File: src/rtl/fetch_pkg.sv
// Shared types for the fetch sequencer: state encoding, default PC width and
// a saturating increment used by the performance counters.
package fetch_pkg;

    localparam int unsigned ADDR_W_DEF = 11;

    typedef enum logic [2:0] {
        ST_IDLE   = 3'd0,
        ST_RUN    = 3'd1,
        ST_BUBBLE = 3'd2,
        ST_HALTED = 3'd3,
        ST_STEP   = 3'd4
    } state_t;

    // Increment v, holding at the all-ones value of a w-bit counter (w <= 32).
    function automatic logic [31:0] sat_inc(input logic [31:0] v, input int unsigned w);
        logic [31:0] max_val;
        max_val = (w >= 32) ? '1 : ((32'd1 << w) - 32'd1);
        return (v >= max_val) ? v : v + 32'd1;
    endfunction

endpackage

File: src/rtl/fetch_ras.sv
// Circular return-address stack: push overwrites the oldest entry when full,
// pop on empty leaves state untouched and the caller treats it as underflow.
module fetch_ras
    import fetch_pkg::*;
#(
    parameter int unsigned ADDR_W = ADDR_W_DEF,
    parameter int unsigned DEPTH  = 4
) (
    input  logic              clk,
    input  logic              rst,
    input  logic              push,
    input  logic              pop,
    input  logic [ADDR_W-1:0] push_data,
    output logic [ADDR_W-1:0] top,
    output logic              empty
);

    localparam int unsigned PTR_W = $clog2(DEPTH);

    logic [ADDR_W-1:0] mem [DEPTH];
    logic [PTR_W-1:0]  sp;
    logic [PTR_W:0]    count;

    logic do_pop;
    logic do_push;

    // Pop has priority; a simultaneous push is dropped by the caller anyway.
    assign do_pop  = pop && (count != '0);
    assign do_push = push && !pop;

    always_ff @(posedge clk) begin
        if (rst) begin
            sp    <= '0;
            count <= '0;
        end else if (do_pop) begin
            sp    <= sp - PTR_W'(1);
            count <= count - (PTR_W+1)'(1);
        end else if (do_push) begin
            sp <= sp + PTR_W'(1);
            if (count != (PTR_W+1)'(DEPTH))
                count <= count + (PTR_W+1)'(1);
        end
    end

    // Storage is left unreset so it can map onto plain registers or LUT RAM.
    always_ff @(posedge clk) begin
        if (!rst && do_push)
            mem[sp] <= push_data;
    end

    assign top   = mem[sp - PTR_W'(1)];
    assign empty = (count == '0);

endmodule

File: src/rtl/fetch_sequencer.sv
// Fetch-stage controller driving the PC inc/branch/halt controls.
// Optional return-address stack enabled with `define FETCH_RAS_EN.
module fetch_sequencer
    import fetch_pkg::*;
#(
    parameter int unsigned ADDR_W     = ADDR_W_DEF,
    parameter int unsigned BR_PENALTY = 1,
    parameter int unsigned RAS_DEPTH  = 4,
    parameter int unsigned CNT_W      = 16
) (
    input  logic              clk,
    input  logic              rst,
    input  logic              start,
    input  logic              stall_req,
    input  logic              br_req,
    input  logic [ADDR_W-1:0] br_target,
    input  logic              call_req,
    input  logic [ADDR_W-1:0] link_addr,
    input  logic              ret_req,
    input  logic              halt_req,
    input  logic              resume,
    input  logic              step,
    output logic              pc_inc,
    output logic              pc_branch_en,
    output logic              pc_halt,
    output logic [ADDR_W-1:0] pc_branch_addr,
    output logic              if_valid,
    output logic              flush,
    output logic [2:0]        state_o,
    output logic              ras_err,
    output logic [CNT_W-1:0]  stall_cnt,
    output logic [CNT_W-1:0]  redirect_cnt
);

    state_t     state;
    logic [2:0] bub_cnt;

    logic redir_req;
    logic redir_ev;
    logic stall_ev;

    assign redir_req = br_req || ret_req;
    assign state_o   = state;

    // Mealy control decode: registered state plus current requests.
    always_comb begin
        pc_inc       = 1'b0;
        pc_branch_en = 1'b0;
        pc_halt      = 1'b0;
        if_valid     = 1'b0;
        flush        = 1'b0;
        redir_ev     = 1'b0;
        stall_ev     = 1'b0;
        case (state)
            ST_RUN, ST_STEP: begin
                if (halt_req) begin
                    pc_halt = 1'b1;
                    flush   = 1'b1;
                end else if (redir_req) begin
                    pc_branch_en = 1'b1;
                    flush        = 1'b1;
                    redir_ev     = 1'b1;
                end else if (stall_req && state == ST_RUN) begin
                    pc_halt  = 1'b1;
                    stall_ev = 1'b1;
                end else begin
                    pc_inc   = 1'b1;
                    if_valid = 1'b1;
                end
            end
            default: pc_halt = 1'b1;
        endcase
    end

`ifdef FETCH_RAS_EN
    logic [ADDR_W-1:0] ras_top;
    logic              ras_empty;
    logic              ras_push;
    logic              ras_pop;

    assign ras_pop  = redir_ev && ret_req;
    assign ras_push = redir_ev && br_req && call_req && !ret_req;

    fetch_ras #(
        .ADDR_W (ADDR_W),
        .DEPTH  (RAS_DEPTH)
    ) u_ras (
        .clk       (clk),
        .rst       (rst),
        .push      (ras_push),
        .pop       (ras_pop),
        .push_data (link_addr),
        .top       (ras_top),
        .empty     (ras_empty)
    );

    always_comb begin
        pc_branch_addr = '0;
        if (pc_branch_en) begin
            if (ret_req)
                pc_branch_addr = ras_empty ? '0 : ras_top;
            else
                pc_branch_addr = br_target;
        end
    end

    always_ff @(posedge clk) begin
        if (rst)
            ras_err <= 1'b0;
        else if (ras_pop && ras_empty)
            ras_err <= 1'b1;
    end
`else
    logic unused_ras_inputs;
    localparam int unsigned unused_ras_depth = RAS_DEPTH;

    assign unused_ras_inputs = &{1'b0, call_req, link_addr};
    assign pc_branch_addr    = pc_branch_en ? br_target : '0;
    assign ras_err           = 1'b0;
`endif

    always_ff @(posedge clk) begin
        if (rst) begin
            state        <= ST_IDLE;
            bub_cnt      <= '0;
            stall_cnt    <= '0;
            redirect_cnt <= '0;
        end else begin
            if (stall_ev)
                stall_cnt <= CNT_W'(sat_inc(32'(stall_cnt), CNT_W));
            if (redir_ev)
                redirect_cnt <= CNT_W'(sat_inc(32'(redirect_cnt), CNT_W));

            case (state)
                ST_IDLE: begin
                    if (start)
                        state <= ST_RUN;
                end
                ST_RUN: begin
                    if (halt_req) begin
                        state <= ST_HALTED;
                    end else if (redir_req && BR_PENALTY != 0) begin
                        state   <= ST_BUBBLE;
                        bub_cnt <= 3'(BR_PENALTY - 1);
                    end
                end
                ST_BUBBLE: begin
                    if (bub_cnt == '0)
                        state <= ST_RUN;
                    else
                        bub_cnt <= bub_cnt - 3'd1;
                end
                ST_HALTED: begin
                    if (resume)
                        state <= ST_RUN;
                    else if (step)
                        state <= ST_STEP;
                end
                ST_STEP:  state <= ST_HALTED;
                default:  state <= ST_IDLE;
            endcase
        end
    end

endmodule
File: config.mk
export PLATFORM = sky130hd
export DESIGN_NAME = fetch_sequencer
export DESIGN_NICKNAME = d
export VERILOG_FILES = /design/src/rtl/fetch_pkg.sv /design/src/rtl/fetch_ras.sv /design/src/rtl/fetch_sequencer.sv
export SDC_FILE = /design/constraint.sdc
export NUM_CORES = 1
export LEC_CHECK = 0
export BUFFER_PORTS_ARGS = -buffer_cell sky130_fd_sc_hd__buf_2
export CORE_MARGIN = 1.5
export CORE_UTILIZATION = 48
export DETAILED_ROUTE_END_ITERATION = 16
export PLACE_DENSITY_LB_ADDON = 0.25
export SYNTH_ARGS = -nofsm -noshare
export SYNTH_HDL_FRONTEND = slang
export SYNTH_SLANG_ARGS = --single-unit
File: constraint.sdc
create_clock -name clk -period 2.34 [get_ports clk]
set_clock_uncertainty 0.1 [all_clocks]
set_input_delay 0.468 -clock clk [delete_from_list [all_inputs] [get_ports clk]]
set_output_delay 0.468 -clock clk [all_outputs]
set_load 0.005 [all_outputs]
==> results.py <==
metrics = {
    "floorplanning": {
        "ioPinCount": 84,
        "std_cell_rows": 23,
        "core-area_um2": 4090,
        "die_w_um": 68.7,
        "dieArea_um2": 4730,
        "fp.dieH_um": 68.7,
        "initial_core_util_pct": 50.8,
    },
    "clock_tree": {
        "numCtsBuffers": 5,
        "postCtsSetupRepairBufs": 0,
        "clock_tree.buffer_depth": 2,
        "ctsHoldBuffers": 0,
        "cts_tree": "yes",
        "cts_max_level": 2,
        "root_buffer": "clkbuf_8",
        "clkTransAtPathRegs_ns": 0.07,
        "cts_resized": 0,
        "cts_sinks": 38,
        "clkLatencyLatePin_ns": 0.28,
    },
    "worst_setup_path": {
        "path_max_fanout": 13,
        "path_class": "flip-flop to output port",
        "crit_required_ns": 1.77,
        "crit_arrival_ns": 1.68,
        "cp_top_family": "simple AND/OR/NAND/NOR gates",
        "startpoint_type": "flip-flop",
        "cpPeakStageDelay_ns": 0.48,
        "cp-end-kind": "output port",
        "cp.buffers_inverters": 2,
        "cp_cell_sequence": "xnor2_1 > or4_4 > clkinvlp_4 > and2_1 > buf_2",
        "cpMaxStageDelayCell": "or4_4",
    },
    "yosys": {
        "yosysMostFrequentCell": "dfxtp_1",
        "yosysTopAreaCellShare_pct": 36.7,
        "synth_nets": 290,
        "yosysWarnings": 0,
        "ys_ff_latch": 38,
        "avgSynthCellArea_um2": 8.17,
        "synth_area_leader_cell": "dfxtp_1",
        "postSynth.asyncResetShare_pct": 0,
        "synth-main-ff-cell": "dfxtp_1",
        "synth_commonest_cells": "dfxtp_1, nor2_1, xnor2_1",
        "ys_types": 44,
        "synth_area_leaders": "dfxtp_1, xnor2_1, nor2_1, and2_1, nor3_1",
        "synth_seq_area_share_pct": 36.7,
        "synth_edf_count": 0,
        "syn_inst": 254,
        "syn-cell-area_um2": 2070,
    },
    "sta": {
        "drv_slew": 0,
        "setup_viol": 0,
        "finalHoldViolCount": 0,
        "fmax_mhz": 445,
        "period_share_pct": 96.0,
        "timing.final.ws_setup_ns": 0.0933,
        "relSlewSlack_pct": 54.2,
        "whs_ns": 0.434,
        "final.min_clock_period_ns": 2.25,
        "tightest_slew_ns": 0.687,
        "fin_tns_setup_ns": 0,
        "rsz0062_at_grt": "no",
    },
    "layout": {
        "syn_to_final_growth_pct": 27.7,
        "drive_gt1_share_pct": 29.0,
        "final_nets": 373,
        "final_util_pct": 64.9,
        "stdcell_count": 388,
        "num_antenna_cells": 0,
        "fillers": 365,
    },
    "placement": {
        "hpwl_um": 3620,
        "preCtsSetupSlack_ns": 0.00234,
        "io_buffers": 70,
        "dp.cells": 380,
        "place.gp.congestion": 0.785,
    },
    "grt": {
        "grt_antenna_before_repair": 0,
        "overflow": 0,
        "grt_usage_pct": 19.9,
        "grt_max_degree": 40,
        "grt_first_pass_wirelength_um": 7280,
        "grt_pass1_vias": 1676,
    },
    "pwr": {
        "p_int_w": 0.000940,
        "p_leak_nw": 1.15,
        "sw_frac_of_total_pct": 23.5,
        "switchingPower_w": 0.000288,
        "clkPwrFrac_pct": 37.7,
        "p_comb_share_pct": 9.1,
        "ir_drop_v": 0.000322,
        "p_seq_share_pct": 53.2,
        "power.density_nw_per_um2": 463,
    },
    "detailed_routing": {
        "met3_length_um": 289,
        "dr.pass1.iters": 4,
        "wl_met2_um": 2160,
        "antenna_left": 0,
        "met1_length_um": 2330,
        "drc": 0,
        "vias_per_cell": 5.36,
        "routed_wl_um": 4800,
        "vias": 2078,
        "top_layer_used": "met4",
        "drt-initial-drc-count": 109,
        "wire_per_inst_um": 12.4,
    },
    "worst_hold_path": {
        "hold_path.class": "flip-flop to flip-flop",
    },
    "flow_run": {
        "cap_violations": 0,
    },
    "run_status": {
        "outcome": "completed",
    },
}
[final timing paths]
check	start	endpoint	slack (ns)	depth (start not counted)
min	redirect_cnt[15]	redirect_cnt[15]	0.43	2
max reg2reg	state_o[2]	redirect_cnt[15]	0.17	5
max	state_o[2]	pc_branch_addr[8]	0.09	5
min reg2reg	redirect_cnt[15]	redirect_cnt[15]	0.43	2
[metal layers]
metal / track usage, % / vias to the layer above
li1: - / 1067
met1: 28.1 / 950
met2: 31.6 / 59
met3: 4.55 / 2
met4: 2.94 / 0
met5: 0 / -
[registers in the layout (all words and copies together), names as in the netlist]
signal,count
state_o,3
redirect_cnt,16
bub_cnt,3
stall_cnt,16
[tightest hold or removal path, cell delays in order, from the launching register on]
cell and delay, ns:
dfxtp_1 0.35, o21ai_0 0.08, a21oi_1 0.06
[power groups by stage]
stage	Sequential [W]	Combinational, W	Clock [W]
2_1_floorplan	0.000672	0.0000557	0
3_3_place_gp	0.000669	0.000109	0
3_5_place_dp	0.000669	0.000110	0
4_1_cts	0.000654	0.000111	0.000471
5_1_grt	0.000654	0.000124	0.000492
6_report	0.000654	0.000112	0.000463
[cell usage in the layout, fill, tap and decap left out, types with 2 or more instances in the layout]
cell type and n:
a2111oi_0 2, a211oi_1 2, a21oi_1 9, and2_1 12, and3_1 4, and3b_1 3
and4_1 3, buf_2 70, buf_4 16, clkbuf_8 6, dfxtp_1 38, ha_1 4
inv_1 7, mux2i_1 4, nand2_1 15, nand2b_1 4, nand3_1 10, nand3b_1 2
nand4_1 10, nor2_1 37, nor2b_1 2, nor3_1 14, nor3b_1 2, nor4_1 3
nor4b_1 3, o21a_1 3, o21ai_0 11, o22a_1 2, or3_1 3, or4_1 2
xnor2_1 16, xor2_1 4
[metrics by stage]
| stage | power [W] | cell area (µm²) |
|---|---|---|
| global placement | 0.000777 | 2550 |
| floorplan | 0.000727 | 2070 |
| detailed placement | 0.000779 | 2550 |
| global route | 0.00127 | 2650 |
| finish | 0.00123 | 2650 |
| CTS | 0.00124 | 2650 |
[area by class of cell]
type,count,area [µm²],area share (%)
repair buffers,86,470,17.8
clock buffers,7,86.3,3.26
well taps,50,62.6,2.36
inverters,8,33.8,1.27
clock inverters,1,5.00,0.189
flip-flops and latches,38,761,28.7
multi-input cells,198,1230,46.5
[cell families (layout without fill, tap and decap cells)]
group,Yosys count,in the layout,share of synthesized area (%)
DFF,38,38,36.7
other,1,1,0.181
buffers and inverters,18,102,3.98
AOI/OAI and AO/OA,36,36,11.3
and+or+nand+nor,132,132,34.6
muxes,5,5,2.47
adders and majority gates,4,4,2.41
xor gates and xnor gates,20,20,8.44
(Power assumes the default switching activity.)
